===== src/rtl/ccd_line_timing_gen.sv =====
// ---------------------------------------------------------------------------
// ccd_line_timing_gen
//
// Timing generator for linear CCD sensors (ILX511B class). Produces the ROG
// integration window, the CCD pixel clock and one ADC start strobe per pixel.
// It supports single-shot or free-running frames and can be aborted.
//
// Frame sequence:
//   IDLE -> INTEG (ROG low) -> ROG_DLY -> READOUT -> FRAME_END -> IDLE/INTEG
//
// Ports:
//   sys_clk      system clock
//   sys_rst      asynchronous, active-high reset
//   acq_start    acquisition request (level, rising edge starts a frame)
//   mode_cont    1 = continuous frames, 0 = single shot (sampled at frame end)
//   abort        synchronous abort, returns to IDLE on the next cycle
//   int_ticks    integration time in ticks of TICK_DIV cycles (0 acts as 1)
//   ccd_rog      ROG gate, low during integration, idles high
//   ccd_clk      CCD pixel clock, idles high
//   adc_start    one-cycle strobe per pixel
//   pix_idx      pixel being strobed, valid while adc_start = 1
//   adc_restart  one-cycle pulse at every integration start
//   frame_done   one-cycle pulse after the last pixel period
//   busy         high whenever the generator is not IDLE
// ---------------------------------------------------------------------------
module ccd_line_timing_gen #(
  parameter int TICK_DIV   = 100000,
  parameter int INT_W      = 16,
  parameter int PIX_COUNT  = 2087,
  parameter int PIX_W      = 12,
  parameter int HALF_PER   = 8,
  parameter int ROG_DELAY  = 100,
  parameter int ADC_OFFSET = 4
) (
  input  logic             sys_clk,
  input  logic             sys_rst,
  input  logic             acq_start,
  input  logic             mode_cont,
  input  logic             abort,
  input  logic [INT_W-1:0] int_ticks,
  output logic             ccd_rog,
  output logic             ccd_clk,
  output logic             adc_start,
  output logic [PIX_W-1:0] pix_idx,
  output logic             adc_restart,
  output logic             frame_done,
  output logic             busy
);

  localparam int TICK_W = (TICK_DIV > 1) ? $clog2(TICK_DIV) : 1;
  localparam int DLY_W  = (ROG_DELAY > 1) ? $clog2(ROG_DELAY) : 1;
  localparam int PH_W   = $clog2(2 * HALF_PER);

  localparam logic [TICK_W-1:0] TICK_LAST = TICK_W'(TICK_DIV - 1);
  localparam logic [DLY_W-1:0]  DLY_LAST  = DLY_W'(ROG_DELAY - 1);
  localparam logic [PH_W-1:0]   PH_LAST   = PH_W'(2 * HALF_PER - 1);
  localparam logic [PH_W-1:0]   PH_HIGH   = PH_W'(HALF_PER);
  localparam logic [PH_W-1:0]   PH_ADC    = PH_W'(ADC_OFFSET);
  localparam logic [PIX_W-1:0]  PIX_LAST  = PIX_W'(PIX_COUNT - 1);
  localparam logic [INT_W-1:0]  INT_ONE   = INT_W'(1);

  typedef enum logic [2:0] {
    IDLE,
    INTEG,
    ROG_DLY,
    READOUT,
    FRAME_END
  } state_t;

  state_t            state;
  logic              acq_start_q;
  logic [INT_W-1:0]  int_lat;
  logic [TICK_W-1:0] tick_cnt;
  logic [INT_W-1:0]  tick_num;
  logic [DLY_W-1:0]  dly_cnt;
  logic [PH_W-1:0]   phase_cnt;

  logic              start_edge;
  logic [INT_W-1:0]  int_eff;
  logic [INT_W-1:0]  tick_nxt;
  logic              phase_last;
  logic [PH_W-1:0]   phase_nxt;
  logic [PIX_W-1:0]  pix_nxt;

  assign start_edge = acq_start & ~acq_start_q;
  // A zero integration request still produces one full tick of ROG low.
  assign int_eff    = (int_ticks == '0) ? INT_ONE : int_ticks;
  assign tick_nxt   = tick_num + INT_ONE;
  assign phase_last = (phase_cnt == PH_LAST);
  assign phase_nxt  = phase_last ? '0 : phase_cnt + PH_W'(1);
  assign pix_nxt    = phase_last ? pix_idx + PIX_W'(1) : pix_idx;

  // Single FSM with registered outputs. Output registers are loaded with the
  // value for the cycle being entered, so ccd_clk and ccd_rog come straight
  // from flops and cannot glitch. The strobes default low every cycle.
  always_ff @(posedge sys_clk or posedge sys_rst) begin
    if (sys_rst) begin
      state       <= IDLE;
      acq_start_q <= 1'b0;
      int_lat     <= '0;
      tick_cnt    <= '0;
      tick_num    <= '0;
      dly_cnt     <= '0;
      phase_cnt   <= '0;
      pix_idx     <= '0;
      ccd_rog     <= 1'b1;
      ccd_clk     <= 1'b1;
      adc_start   <= 1'b0;
      adc_restart <= 1'b0;
      frame_done  <= 1'b0;
      busy        <= 1'b0;
    end else begin
      acq_start_q <= acq_start;
      adc_start   <= 1'b0;
      adc_restart <= 1'b0;
      frame_done  <= 1'b0;

      if (abort) begin
        state     <= IDLE;
        tick_cnt  <= '0;
        tick_num  <= '0;
        dly_cnt   <= '0;
        phase_cnt <= '0;
        pix_idx   <= '0;
        ccd_rog   <= 1'b1;
        ccd_clk   <= 1'b1;
        busy      <= 1'b0;
      end else begin
        case (state)
          IDLE: begin
            if (start_edge) begin
              state       <= INTEG;
              int_lat     <= int_eff;
              tick_cnt    <= '0;
              tick_num    <= '0;
              ccd_rog     <= 1'b0;
              adc_restart <= 1'b1;
              busy        <= 1'b1;
            end
          end

          // ROG stays low until int_lat whole ticks have elapsed.
          INTEG: begin
            if (tick_cnt == TICK_LAST) begin
              tick_cnt <= '0;
              tick_num <= tick_nxt;
              if (tick_nxt == int_lat) begin
                state   <= ROG_DLY;
                dly_cnt <= '0;
                ccd_rog <= 1'b1;
              end
            end else begin
              tick_cnt <= tick_cnt + TICK_W'(1);
            end
          end

          // The last delay cycle pre-loads the first low phase of pixel 0.
          ROG_DLY: begin
            if (dly_cnt == DLY_LAST) begin
              state     <= READOUT;
              dly_cnt   <= '0;
              phase_cnt <= '0;
              pix_idx   <= '0;
              ccd_clk   <= 1'b0;
              adc_start <= (PH_ADC == '0);
            end else begin
              dly_cnt <= dly_cnt + DLY_W'(1);
            end
          end

          // phase_cnt tracks the current cycle in the pixel period; the
          // outputs are driven from the phase of the following cycle.
          READOUT: begin
            if (phase_last && (pix_idx == PIX_LAST)) begin
              state      <= FRAME_END;
              phase_cnt  <= '0;
              pix_idx    <= '0;
              ccd_clk    <= 1'b1;
              frame_done <= 1'b1;
            end else begin
              phase_cnt <= phase_nxt;
              pix_idx   <= pix_nxt;
              ccd_clk   <= (phase_nxt >= PH_HIGH);
              adc_start <= (phase_nxt == PH_ADC);
            end
          end

          // frame_done is visible here; mode_cont decides what follows.
          FRAME_END: begin
            if (mode_cont) begin
              state       <= INTEG;
              int_lat     <= int_eff;
              tick_cnt    <= '0;
              tick_num    <= '0;
              ccd_rog     <= 1'b0;
              adc_restart <= 1'b1;
            end else begin
              state <= IDLE;
              busy  <= 1'b0;
            end
          end

          default: begin
            state   <= IDLE;
            ccd_rog <= 1'b1;
            ccd_clk <= 1'b1;
            busy    <= 1'b0;
          end
        endcase
      end
    end
  end

endmodule


===== config.mk =====
export PLATFORM = sky130hd
export DESIGN_NAME = ccd_line_timing_gen
export DESIGN_NICKNAME = d
export VERILOG_FILES = /design/src/rtl/ccd_line_timing_gen.sv
export SDC_FILE = /design/constraint.sdc
export NUM_CORES = 1
export LEC_CHECK = 0
export ABC_CLOCK_PERIOD_IN_PS = 4400
export CAP_MARGIN = 20
export CORE_MARGIN = 2
export CORE_UTILIZATION = 35
export CTS_BUF_LIST = sky130_fd_sc_hd__clkbuf_4
export DETAILED_ROUTE_END_ITERATION = 10
export DONT_BUFFER_PORTS = 1
export PLACE_DENSITY = 0.46
export SETUP_SLACK_MARGIN = 0.2
export SYNTH_ARGS = -nofsm -noshare
export SYNTH_HDL_FRONTEND = slang
export SYNTH_SLANG_ARGS = --single-unit

===== constraint.sdc =====
create_clock -name sys_clk -period 4.4 [get_ports sys_clk]
set_clock_uncertainty 0.05 [all_clocks]
set_input_delay 0.66 -clock sys_clk [delete_from_list [all_inputs] [get_ports sys_clk]]
set_output_delay 0.66 -clock sys_clk [all_outputs]
set_load 0.03 [all_outputs]

Word level (Yosys, flattened, before mapping)
Index checks and enable logic that the tools add are counted.
{"block": "op_classes", "div_mod_pow": 0, "n_reduce_logical": 20, "mux": 61, "shift": 0, "n_lt_le_gt_ge": 1, "eq_ne": 23, "addsub": 5, "multipliers": 0, "bitwise_logic": 3}
{"cell": "two-way mux 16 bit", "count": 7}
{"cell": "two-way mux 17 bit", "count": 4}
{"cell": "case mux 17 bit (3 select lines)", "count": 1}
{"cell": "two-way mux 12 bit", "count": 4}
{"cell": "case mux 16 bit (3 select lines)", "count": 1}
{"cell": "case mux 16 bit (2 select lines)", "count": 1}
{"cell": "two-way mux 7 bit", "count": 4}
{"cell": "case mux 12 bit (2 select lines)", "count": 1}
{"cell": "two-way mux 1 bit", "count": 21}
{"cell": "!= test 3 bit, second input constant", "count": 7}
{"cell": "two-way mux 3 bit", "count": 6}
{"cell": "adder 17 x 1 -> 17 bit, second input constant", "count": 1}
{"cell": "equality test 17 bit, second input constant", "count": 1}
{"cell": "adder 16 x 1 -> 16 bit, second input constant", "count": 1}
{"cell": "equality test 16 bit", "count": 1}
{"cell": "logical NOT 16 bit", "count": 1}
{"cell": "two-way mux 4 bit", "count": 4}
{"cell": "case mux 3 bit (5 select lines)", "count": 1}
{"cell": "case mux 7 bit (2 select lines)", "count": 1}
{"cell": "adder 12 x 1 -> 12 bit, second input constant", "count": 1}
{"cell": "equality test 12 bit, second input constant", "count": 1}
{"cell": "AND reduction 3 bit", "count": 4}
{"cell": "AND reduction 5 bit", "count": 2}
{"cell": "case mux 4 bit (2 select lines)", "count": 1}
{"cell": "26 further kinds", "count": 36}
{"block": "word_totals", "ramBits": 0, "input_bits": 21, "word_cells": 127, "reg_bits": 82, "memories": 0, "latchBits": 0, "out_inout_bits": 18, "romBits": 0}

Longest topological paths before layout
Gate-level depths: netlist of the first run.
{"block": "logic_depth", "word_depth": 6, "depth_mapped": 9}

Least setup slack after synthesis of the first run
OpenSTA, ideal clock, no wires.
{"block": "synth_timing", "kind": "reg-to-reg", "from": "register pix_idx[7]", "to": "register pix_idx[6]", "setup_slack_ps": 2024, "t_arrival_ps": 2190, "synth_period_minus_slack_ps": 2376, "setup_time_ps": 135, "stages_incl_launch_ff": 8, "required_time_ps": 4215, "path_cell_list": "dfrtp_1 -> or4b_2 -> or4_4 -> nand2_4 -> buf_6 -> nor2_1 -> o21ai_0 -> o21ai_1"}
{"block": "synth_via", "elab_chain_cells": 5}
{"element": "start: declaration", "line": "44", "rtl": "output logic [PIX_W-1:0] pix_idx,"}
{"element": "start signal: assignment", "line": "182", "rtl": "pix_idx <= pix_nxt;"}
{"element": "equality test 12 bit *", "line": "174", "rtl": "if (phase_last && (pix_idx == PIX_LAST)) begin"}
{"element": "logical AND 1 bit *", "line": "174"}
{"element": "two-way mux 12 bit", "line": "174"}
{"element": "case mux 12 bit (2 select lines)", "line": "129", "rtl": "case (state)"}
{"element": "two-way mux 12 bit", "line": "118", "rtl": "if (abort) begin"}
Every way passes the cells marked *; elsewhere a longest branch is shown, timed or not.
A chain may end at the register's enable or synchronous reset.

Final worst setup path of the first run
{"block": "layout_timing", "from": "register tick_num[0]", "to": "register dly_cnt[4]"}
{"block": "layout_via", "elab_chain_cells": 4}
{"element": "start: declaration", "line": "74", "rtl": "logic [INT_W-1:0] tick_num;"}
{"element": "start signal: assignment", "line": "146", "rtl": "tick_num <= tick_nxt;"}
{"element": "adder 16 x 1 -> 16 bit", "line": "88", "rtl": "assign tick_nxt = tick_num + INT_ONE;"}
{"element": "equality test 16 bit", "line": "147", "rtl": "if (tick_nxt == int_lat) begin"}
{"element": "!= test 3 bit (no source line)"}
{"element": "AND reduction 3 bit (no source line)"}
{"element": "end signal: assignment", "line": "167", "rtl": "dly_cnt <= dly_cnt + DLY_W'(1);"}
{"element": "end: declaration", "line": "75", "rtl": "logic [DLY_W-1:0] dly_cnt;"}
Every way passes these cells.

==> report_table.html, run 1 <==
<table>
<tr><th>Metric</th><th>Value</th></tr>
<tr><th colspan="2">Clock tree</th></tr>
<tr><td>Post-cts sizing count</td><td>0</td></tr>
<tr><td>Clock transition at the registers of the reported paths</td><td>approximately 0.13 ns</td></tr>
<tr><td>Buffer depth of the longest clock path</td><td>2</td></tr>
<tr><td>Clock insertion delay at the later pin of the skew report</td><td>about 0.47 ns</td></tr>
<tr><td># Post-CTS Setup Buffers</td><td>0</td></tr>
<tr><td>CTS Buf Count</td><td>9</td></tr>
<tr><td>Sink count of the clock tree</td><td>between 80 and 90</td></tr>
<tr><td>TritonCTS clock tree</td><td>yes</td></tr>
<tr><td>Number of buffers inserted for hold repair after clock tree synthesis</td><td>0</td></tr>
<tr><td>Count of H-tree levels built during CTS</td><td>3</td></tr>
<tr><td>Clock root buffer</td><td>sky130_fd_sc_hd__clkbuf_4</td></tr>
<tr><th colspan="2">Critical path</th></tr>
<tr><td>Cell-by-cell listing of the critical path</td><td>ha_1 -&gt; and3_1 -&gt; nand3_1 -&gt; xnor2_1 -&gt; or4_4 -&gt; nor4_4 -&gt; o31ai_1</td></tr>
<tr><td>Crit end category</td><td>flop</td></tr>
<tr><td>Highest fanout seen on the critical path</td><td>7</td></tr>
<tr><td>Critical Path Source Type</td><td>flop</td></tr>
<tr><td>Cell with the largest stage delay on the worst path</td><td>sky130_fd_sc_hd__nor4_4</td></tr>
<tr><td>Required time of the critical path</td><td>~4.7 ns</td></tr>
<tr><td>Critical Setup Path Class</td><td>flop to flop</td></tr>
<tr><td>Arrival time worst endpoint</td><td>3.01 ns</td></tr>
<tr><td>Delay contributed by the slowest stage of the critical path</td><td>between 0.5 and 0.6 ns</td></tr>
<tr><td>Worst R2R Path Depth</td><td>7</td></tr>
<tr><th colspan="2">Drt</th></tr>
<tr><td>Antenna viol nets, final</td><td>0</td></tr>
<tr><td>Vias post-DR</td><td>just under 4000</td></tr>
<tr><td>First-pass detailed-route iteration total</td><td>4</td></tr>
<tr><td>Vias per cell</td><td>around 5.6</td></tr>
<tr><td>Count of unresolved DRC violations after routing</td><td>0</td></tr>
<tr><td>DRC violation total after the first TritonRoute iteration</td><td>approximately 220</td></tr>
<tr><td>Final routed wire length divided by cell count</td><td>17.2 um</td></tr>
<tr><td>Wire length after detailed routing</td><td>about 12000 um</td></tr>
<tr><th colspan="2">Min path</th></tr>
<tr><td>Hold/Removal Path Class</td><td>input pin to flop</td></tr>
<tr><td>Worst Hold Depth</td><td>0</td></tr>
<tr><th colspan="2">Synthesis</th></tr>
<tr><td>Area contributors post-synth</td><td>sky130_fd_sc_hd__dfrtp_1 (42%), sky130_fd_sc_hd__o21ai_0 (5.7%), sky130_fd_sc_hd__nor2_1 (3.7%), sky130_fd_sc_hd__o31ai_1 (3.4%), sky130_fd_sc_hd__nand2_1 (3.0%)</td></tr>
<tr><td>Count of cell types in the netlist</td><td>just under 70</td></tr>
<tr><td>Post-synthesis instance total</td><td>roughly 530</td></tr>
<tr><td>Count of warnings emitted by yosys</td><td>0</td></tr>
<tr><td>Cell taking the most area after synthesis</td><td>sky130_fd_sc_hd__dfrtp_1</td></tr>
<tr><td>Post-synthesis register bit count</td><td>82</td></tr>
<tr><td>Avg Inst Size Synth</td><td>9.10 um^2</td></tr>
<tr><td>Total nets after synthesis</td><td>556</td></tr>
<tr><td>Number of flops mapped to enable cells by yosys</td><td>0</td></tr>
<tr><td>Most used flip-flop cell after synthesis</td><td>sky130_fd_sc_hd__dfrtp_1</td></tr>
<tr><td>Fraction of post-synthesis cell area in the top cell type by area</td><td>41.6%</td></tr>
<tr><td>Mapped cell area</td><td>around 4800 um^2</td></tr>
<tr><td>Register area share after synthesis</td><td>42.7%</td></tr>
<tr><td>Proportion of synthesized flip-flops having asynchronous set or reset</td><td>100%</td></tr>
<tr><th colspan="2">Global route</th></tr>
<tr><td>Sum of overflow across all layers after global routing</td><td>0</td></tr>
<tr><td>Antenna violations before repair</td><td>0</td></tr>
<tr><td>Via count of the first global-routing pass</td><td>3869</td></tr>
<tr><td>Tot GR Track Use</td><td>roughly 18%</td></tr>
<tr><td>First-pass GRT wire length</td><td>20400 um</td></tr>
<tr><td>Largest net degree at the start of global routing</td><td>54</td></tr>
<tr><th colspan="2">Cells and area</th></tr>
<tr><td>Sequential standard cell area</td><td>a little over 2000 um^2</td></tr>
<tr><td>Diodes inserted</td><td>0</td></tr>
<tr><td>Number of nets in the finished design</td><td>around 550</td></tr>
<tr><td>Fraction of final layout cells with drive strength greater than 1</td><td>7.82%</td></tr>
<tr><td>Filler cell count</td><td>about 1400</td></tr>
<tr><td>Area occupied by multi-input gates</td><td>2570 um^2</td></tr>
<tr><td>Area growth from synthesis to final layout</td><td>5.25%</td></tr>
<tr><th colspan="2">STA</th></tr>
<tr><td>Final number of setup-violating endpoints</td><td>0</td></tr>
<tr><td>Peak Freq</td><td>approximately 370 MHz</td></tr>
<tr><td>Worst Tran Pin Value</td><td>approximately 0.96 ns</td></tr>
<tr><td>Final number of hold-violating endpoints</td><td>0</td></tr>
<tr><td>Final worst-path cycle share</td><td>between 60% and 70%</td></tr>
<tr><td>Clock period minus worst slack</td><td>approximately 2.7 ns</td></tr>
<tr><td>Relative slew margins</td><td>35.8%</td></tr>
<tr><td>Unrepaired setup endpoints after global routing</td><td>no</td></tr>
<tr><td>Final Slew Violations</td><td>0</td></tr>
<tr><td>Setup total negative slack</td><td>0 ns</td></tr>
<tr><th colspan="2">Die</th></tr>
<tr><td>Initial Util</td><td>between 30% and 40%</td></tr>
<tr><td>Chip height</td><td>121 um</td></tr>
<tr><td>Boundary pin count</td><td>39</td></tr>
<tr><td>Die X-Extent</td><td>121 um</td></tr>
<tr><td>Cell row count</td><td>42</td></tr>
<tr><td>Die area</td><td>about 15000 um^2</td></tr>
<tr><td>Core region area</td><td>13300 um^2</td></tr>
<tr><th colspan="2">Power and ir drop</th></tr>
<tr><td>Leakage</td><td>~0.0021 uW</td></tr>
<tr><td>Worst VDD drop</td><td>0.000118 V</td></tr>
<tr><td>Post-route total power</td><td>roughly 1400 uW</td></tr>
<tr><td>Pwr/cell area</td><td>approximately 290 nW/um^2</td></tr>
<tr><th colspan="2">Placed design</th></tr>
<tr><td>Number of port buffers</td><td>0</td></tr>
<tr><td>Placed wire-length estimate after detailed placement</td><td>~8500 um</td></tr>
<tr><td>Routability Congestion</td><td>approximately 0.8</td></tr>
<tr><th colspan="2">Flow run</th></tr>
<tr><td>Maximum Capacitance Violations</td><td>0</td></tr>
<tr><th colspan="2">Status</th></tr>
<tr><td>Status</td><td>finished, final reports clean</td></tr>
</table>
-- layout make-up --
type / count / share of cell area, %
clock buffer: 10 / 1.48
clock inverter: 6 / 1.16
inverter: 14 / 1.06
multi-input combinational: 407 / 50.7
sequential: 82 / 40.5
tap: 176 / 4.35
timing repair buffer: 5 / 0.741
-- cell usage after synthesis (all sizes together) (2+ instances only) --
cell	count
or4b	2
ha	6
nor2b	7
dfrtp	80
nand3	23
inv	14
and3	16
o21bai	3
xnor2	9
or3	3
a21o	2
nor2	48
xor2	17
or4	3
and4	5
nor4bb	2
nor4	6
nor3	11
o21ai	67
clkbuf	18
nand3b	2
a22o	15
a21oi	21
o211ai	7
a2bb2oi	2
nand4	11
nand2b	6
a31oi	4
nand2	39
o31ai	22
buf	8
mux2	5
a41oi	2
or2	2
o2111ai	3
nor4b	3
o22ai	4
dfstp	2
and2	10
nor3b	5
-- cells by family (layout without fill, tap and decap cells) --
logic type / Yosys count / in the layout / share of synthesized area, %
buf+inv: 40 / 35 / 4.00
fa+ha+maj: 6 / 6 / 1.56
simple gates: 205 / 205 / 23.1
flops: 82 / 82 / 42.7
compound gates: 164 / 164 / 21.8
mux: 6 / 6 / 1.38
xor+xnor: 26 / 26 / 5.51
-- critical path, delay by kind of cell (launching register included) --
kind	cells	cell delay, ns
compound gates	1	0.11
xor+xnor	1	0.20
fa+ha+maj	1	0.28
flops	1	0.49
simple gates	4	1.46
-- sequential cells by signal, indices dropped and copies added (netlist names) --
| name | cells |
|---|---|
| tick_num | 16 |
| frame_done | 1 |
| tick_cnt | 17 |
| adc_start | 1 |
| int_lat | 16 |
| phase_cnt | 4 |
| pix_idx | 12 |
| ccd_rog | 1 |
| acq_start_q | 1 |
| busy | 1 |
| dly_cnt | 7 |
| ccd_clk | 1 |
| adc_restart | 1 |
| state | 3 |
-- placed cells by master, fill, tap and decap left out, drive strengths merged, types with 13 or more instances in the layout --
cell    n
dfrtp  80
o21ai  67
nor2   48
nand2  39
nand3  23
o31ai  22
a21oi  21
xor2   17
and3   16
a22o   15
inv    13
-- power by group --
part | switching (uW) | internal (uW) | total, uW
clock network | 282 | 176 | 458
registers | 38.8 | 787 | 826
logic | 93.5 | 72.5 | 166
-- metal layers --
metal  global-route usage, %  vias up  wire length [um]
met4                    8.12        0               306
met3                    3.90       20               471
li1                        -     1945                 -
met1                    24.0     1904              5660
met2                    27.0       67              5590
met5                       0        -                 0
-- path summary, 6_finish.rpt --
kind	from	endpoint	slack, ns
setup / recovery	tick_num[0]$_DFFE_PP0P_	dly_cnt[4]$_DFFE_PP0P_	1.66
hold / removal	acq_start	acq_start_q$_DFF_PP0_	0.16
setup reg to reg	tick_num[0]$_DFFE_PP0P_	dly_cnt[4]$_DFFE_PP0P_	1.66
hold reg to reg	int_lat[12]$_DFFE_PP0P_	int_lat[12]$_DFFE_PP0P_	0.50
max in group asynchronous	sys_rst	tick_cnt[7]$_DFFE_PP0P_	3.17
min in group asynchronous	sys_rst	pix_idx[9]$_DFFE_PP0P_	0.17
-- stage by stage --
step	cell area, um^2	cells	utilization (%)	hold WS (ns)	setup WS, ns
floorplan	4810	529	-	0.408	1.58
global placement	4930	683	36.9	0.453	1.71
detailed placement	4930	683	36.9	0.471	1.60
CTS	5060	699	37.9	0.112	1.64
global route	5070	700	38.0	0.121	1.45
finish	5070	700	38.0	0.159	1.66
No activity file was read; power rests on OpenSTA's default activity.
==> run 2: changes to the inputs <==
--- a/config.mk
+++ b/config.mk
@@ -5,7 +5,7 @@
 export SDC_FILE = /design/constraint.sdc
 export NUM_CORES = 1
 export LEC_CHECK = 0
-export ABC_CLOCK_PERIOD_IN_PS = 4400
+export ABC_CLOCK_PERIOD_IN_PS = 2800
 export CAP_MARGIN = 20
 export CORE_MARGIN = 2
 export CORE_UTILIZATION = 35
==> constraint.sdc (replaced) <==
create_clock -name sys_clk -period 2.8 [get_ports sys_clk]
set_clock_uncertainty 0.05 [all_clocks]
set_input_delay 0.42 -clock sys_clk [delete_from_list [all_inputs] [get_ports sys_clk]]
set_output_delay 0.42 -clock sys_clk [all_outputs]
set_load 0.03 [all_outputs]
==> report_table.html, run 2 (same netlist as run 1, synthesis figures left out) <==
<table>
<tr><th>Metric</th><th>Value</th></tr>
<tr><th colspan="2">Global route</th></tr>
<tr><td>First-pass GRT wire length</td><td>20700 um</td></tr>
<tr><td>Tot GR Track Use</td><td>around 18%</td></tr>
<tr><td>Antenna violations before repair</td><td>0</td></tr>
<tr><td>Largest net degree at the start of global routing</td><td>49</td></tr>
<tr><td>Via count of the first global-routing pass</td><td>3847</td></tr>
<tr><td>Sum of overflow across all layers after global routing</td><td>0</td></tr>
<tr><th colspan="2">Die</th></tr>
<tr><td>Cell row count</td><td>42</td></tr>
<tr><td>Die X-Extent</td><td>roughly 120 um</td></tr>
<tr><td>Boundary pin count</td><td>39</td></tr>
<tr><td>Die area</td><td>14700 um^2</td></tr>
<tr><td>Core region area</td><td>between 10000 and 15000 um^2</td></tr>
<tr><td>Initial Util</td><td>between 30% and 40%</td></tr>
<tr><td>Chip height</td><td>roughly 120 um</td></tr>
<tr><th colspan="2">Drt</th></tr>
<tr><td>Count of unresolved DRC violations after routing</td><td>0</td></tr>
<tr><td>Final routed wire length divided by cell count</td><td>17.3 um</td></tr>
<tr><td>DRC violation total after the first TritonRoute iteration</td><td>~180</td></tr>
<tr><td>Antenna viol nets, final</td><td>0</td></tr>
<tr><td>Wire length after detailed routing</td><td>approximately 13000 um</td></tr>
<tr><td>Vias post-DR</td><td>4043</td></tr>
<tr><td>Vias per cell</td><td>5.59</td></tr>
<tr><td>First-pass detailed-route iteration total</td><td>4</td></tr>
<tr><th colspan="2">Cells and area</th></tr>
<tr><td>Top reg by flops</td><td>tick_cnt</td></tr>
<tr><td>Leading cell type in the layout, fill and taps excluded</td><td>sky130_fd_sc_hd__dfrtp_1</td></tr>
<tr><td>Leading cell types in the layout, fill and taps excluded</td><td>sky130_fd_sc_hd__dfrtp_1 (77), sky130_fd_sc_hd__o21ai_0 (55), sky130_fd_sc_hd__nor2_1 (48)</td></tr>
<tr><td>Number of standard cells in the final layout excluding fillers</td><td>about 720</td></tr>
<tr><td>Diodes inserted</td><td>0</td></tr>
<tr><td>Sequential standard cell area</td><td>2060 um^2</td></tr>
<tr><td>Fraction of final layout cells with drive strength greater than 1</td><td>a little over a tenth</td></tr>
<tr><td>Area growth from synthesis to final layout</td><td>9.82%</td></tr>
<tr><td>Area occupied by multi-input gates</td><td>around 2600 um^2</td></tr>
<tr><td>Number of nets in the finished design</td><td>about 570</td></tr>
<tr><td>Biggest registers after layout</td><td>tick_cnt x17, int_lat x16, tick_num x16</td></tr>
<tr><td>Filler cell count</td><td>1344</td></tr>
<tr><td>Max reg flops</td><td>17</td></tr>
<tr><th colspan="2">Clock tree</th></tr>
<tr><td>Clock transition at the registers of the reported paths</td><td>approximately 0.13 ns</td></tr>
<tr><td>Clock root buffer</td><td>sky130_fd_sc_hd__clkbuf_4</td></tr>
<tr><td>Sink count of the clock tree</td><td>82</td></tr>
<tr><td>CTS Buf Count</td><td>9</td></tr>
<tr><td>Clock insertion delay at the later pin of the skew report</td><td>approximately 0.46 ns</td></tr>
<tr><td>Buffer depth of the longest clock path</td><td>2</td></tr>
<tr><td>TritonCTS clock tree</td><td>yes</td></tr>
<tr><td>Count of H-tree levels built during CTS</td><td>3</td></tr>
<tr><th colspan="2">STA</th></tr>
<tr><td>Unrepaired setup endpoints after global routing</td><td>yes</td></tr>
<tr><td>Final number of hold-violating endpoints</td><td>0</td></tr>
<tr><td>Setup total negative slack</td><td>0 ns</td></tr>
<tr><td>Final number of setup-violating endpoints</td><td>0</td></tr>
<tr><td>Final worst-path cycle share</td><td>between 80 and 90%</td></tr>
<tr><td>Worst Tran Pin Value</td><td>between 0.7 and 0.8 ns</td></tr>
<tr><td>Peak Freq</td><td>between 400 and 500 MHz</td></tr>
<tr><td>Clock period minus worst slack</td><td>~2.4 ns</td></tr>
<tr><td>Final Slew Violations</td><td>0</td></tr>
<tr><td>Relative slew margins</td><td>between 40% and 50%</td></tr>
<tr><th colspan="2">Critical path</th></tr>
<tr><td>Arrival time worst endpoint</td><td>between 2 and 3 ns</td></tr>
<tr><td>Required time of the critical path</td><td>3.07 ns</td></tr>
<tr><td>Crit end category</td><td>flop</td></tr>
<tr><td>Highest fanout seen on the critical path</td><td>8</td></tr>
<tr><td>Critical Setup Path Class</td><td>flop to flop</td></tr>
<tr><td>Critical Path Source Type</td><td>flop</td></tr>
<tr><th colspan="2">Flow run</th></tr>
<tr><td>Maximum Capacitance Violations</td><td>0</td></tr>
<tr><th colspan="2">Placed design</th></tr>
<tr><td>Routability Congestion</td><td>about 0.80</td></tr>
<tr><td>Number of port buffers</td><td>0</td></tr>
<tr><td>Instance count after placement with tap cells included</td><td>between 600 and 700</td></tr>
<tr><td>Placed wire-length estimate after detailed placement</td><td>between 8000 and 9000 um</td></tr>
<tr><th colspan="2">Power and ir drop</th></tr>
<tr><td>Leakage</td><td>approximately 0.0022 uW</td></tr>
<tr><td>Worst VDD drop</td><td>~0.00022 V</td></tr>
<tr><td>Pwr/cell area</td><td>between 400 and 500 nW/um^2</td></tr>
<tr><th colspan="2">Status</th></tr>
<tr><td>Status</td><td>finished, final reports clean</td></tr>
<tr><th colspan="2">Min path</th></tr>
<tr><td>Hold/Removal Path Class</td><td>input pin to flop</td></tr>
</table>
==> run 2: cell types whose count changed in the layout (fill, tap and decap cells not counted), sizes merged <==
cell	delta
buf	+13
clkinv	-1
bufinv	-1
dlygate4sd3	+12
==> run 2: final timing paths <==
path | depth (start not counted) | slack, ns | end | from
max in group asynchronous | 3 | 1.53 | ccd_rog$_DFFE_PP1P_ | sys_rst
min | 1 | 0.04 | int_lat[13]$_DFFE_PP0P_ | int_ticks[13]
max | 7 | 0.36 | dly_cnt[4]$_DFFE_PP0P_ | tick_num[8]$_DFFE_PP0P_
max reg2reg | 7 | 0.36 | dly_cnt[4]$_DFFE_PP0P_ | tick_num[8]$_DFFE_PP0P_
min in group asynchronous | 2 | 0.43 | pix_idx[6]$_DFFE_PP0P_ | sys_rst
min reg2reg | 1 | 0.48 | tick_cnt[15]$_DFFE_PP0P_ | tick_cnt[15]$_DFFE_PP0P_
==> run 2: per-stage QoR <==
stage | hold slack [ns] | cell area (um^2) | total power [uW] | worst slack (ns) | utilization (%)
after floorplan | 0.401 | 4810 | 1520 | 0.225 | -
after CTS | 0.00367 | 5250 | 2230 | 0.200 | 39.3
after detailed placement | 0.369 | 5030 | 1610 | 0.210 | 37.7
final | 0.0405 | 5290 | 2190 | 0.361 | 39.6
after global placement | 0.359 | 5030 | 1600 | 0.296 | 37.7
after global routing | 0.00924 | 5290 | 2320 | 0.177 | 39.6
==> run 2: where the power goes <==
part / total, uW / leakage [uW] / switching, uW / internal, uW
sequential: 1300 / 0.00110 / 66.7 / 1240
combinational: 287 / 0.00107 / 156 / 131
clock: 596 / 0.0000555 / 419 / 177
total: 2190 / 0.00223 / 642 / 1550
==> run 2: routing by layer <==
metal / vias up / global-route usage, % / part of all wire, %
li1: 1975 / - / -
met1: 1965 / 24.0 / 46
met2: 83 / 28.1 / 47
met3: 20 / 4.28 / 4.7
met4: 0 / 7.61 / 2.2
met5: - / 0 / 0
==> run 2: final cells by class <==
cell class / count / share of cell area, %
Multi-Input combinational cell: 407 / 49.0
Sequential cell: 82 / 38.9
Inverter: 14 / 1.02
Timing Repair Buffer: 30 / 5.06
Clock inverter: 4 / 0.402
Tap cell: 176 / 4.16
Clock buffer: 10 / 1.42
==> run 2: repair_timing <==
action | 4_1_cts | 5_1_grt
endpoints found under the setup margin | 0 | 9
hold buffers | 12 | 0
setup buffers | 0 | 2
resized for setup | 0 | 7
hold endpoints to repair | 45 | 0
==> run 2: worst max-delay path: stages (launching register included) <==
cell and delay [ns]:
sky130_fd_sc_hd__dfrtp_1 0.53, sky130_fd_sc_hd__nand4_1 0.31, sky130_fd_sc_hd__or3_1 0.45, sky130_fd_sc_hd__a21oi_1 0.15
sky130_fd_sc_hd__o211ai_1 0.22, sky130_fd_sc_hd__nor4_4 0.32, sky130_fd_sc_hd__buf_4 0.18, sky130_fd_sc_hd__o31ai_1 0.07
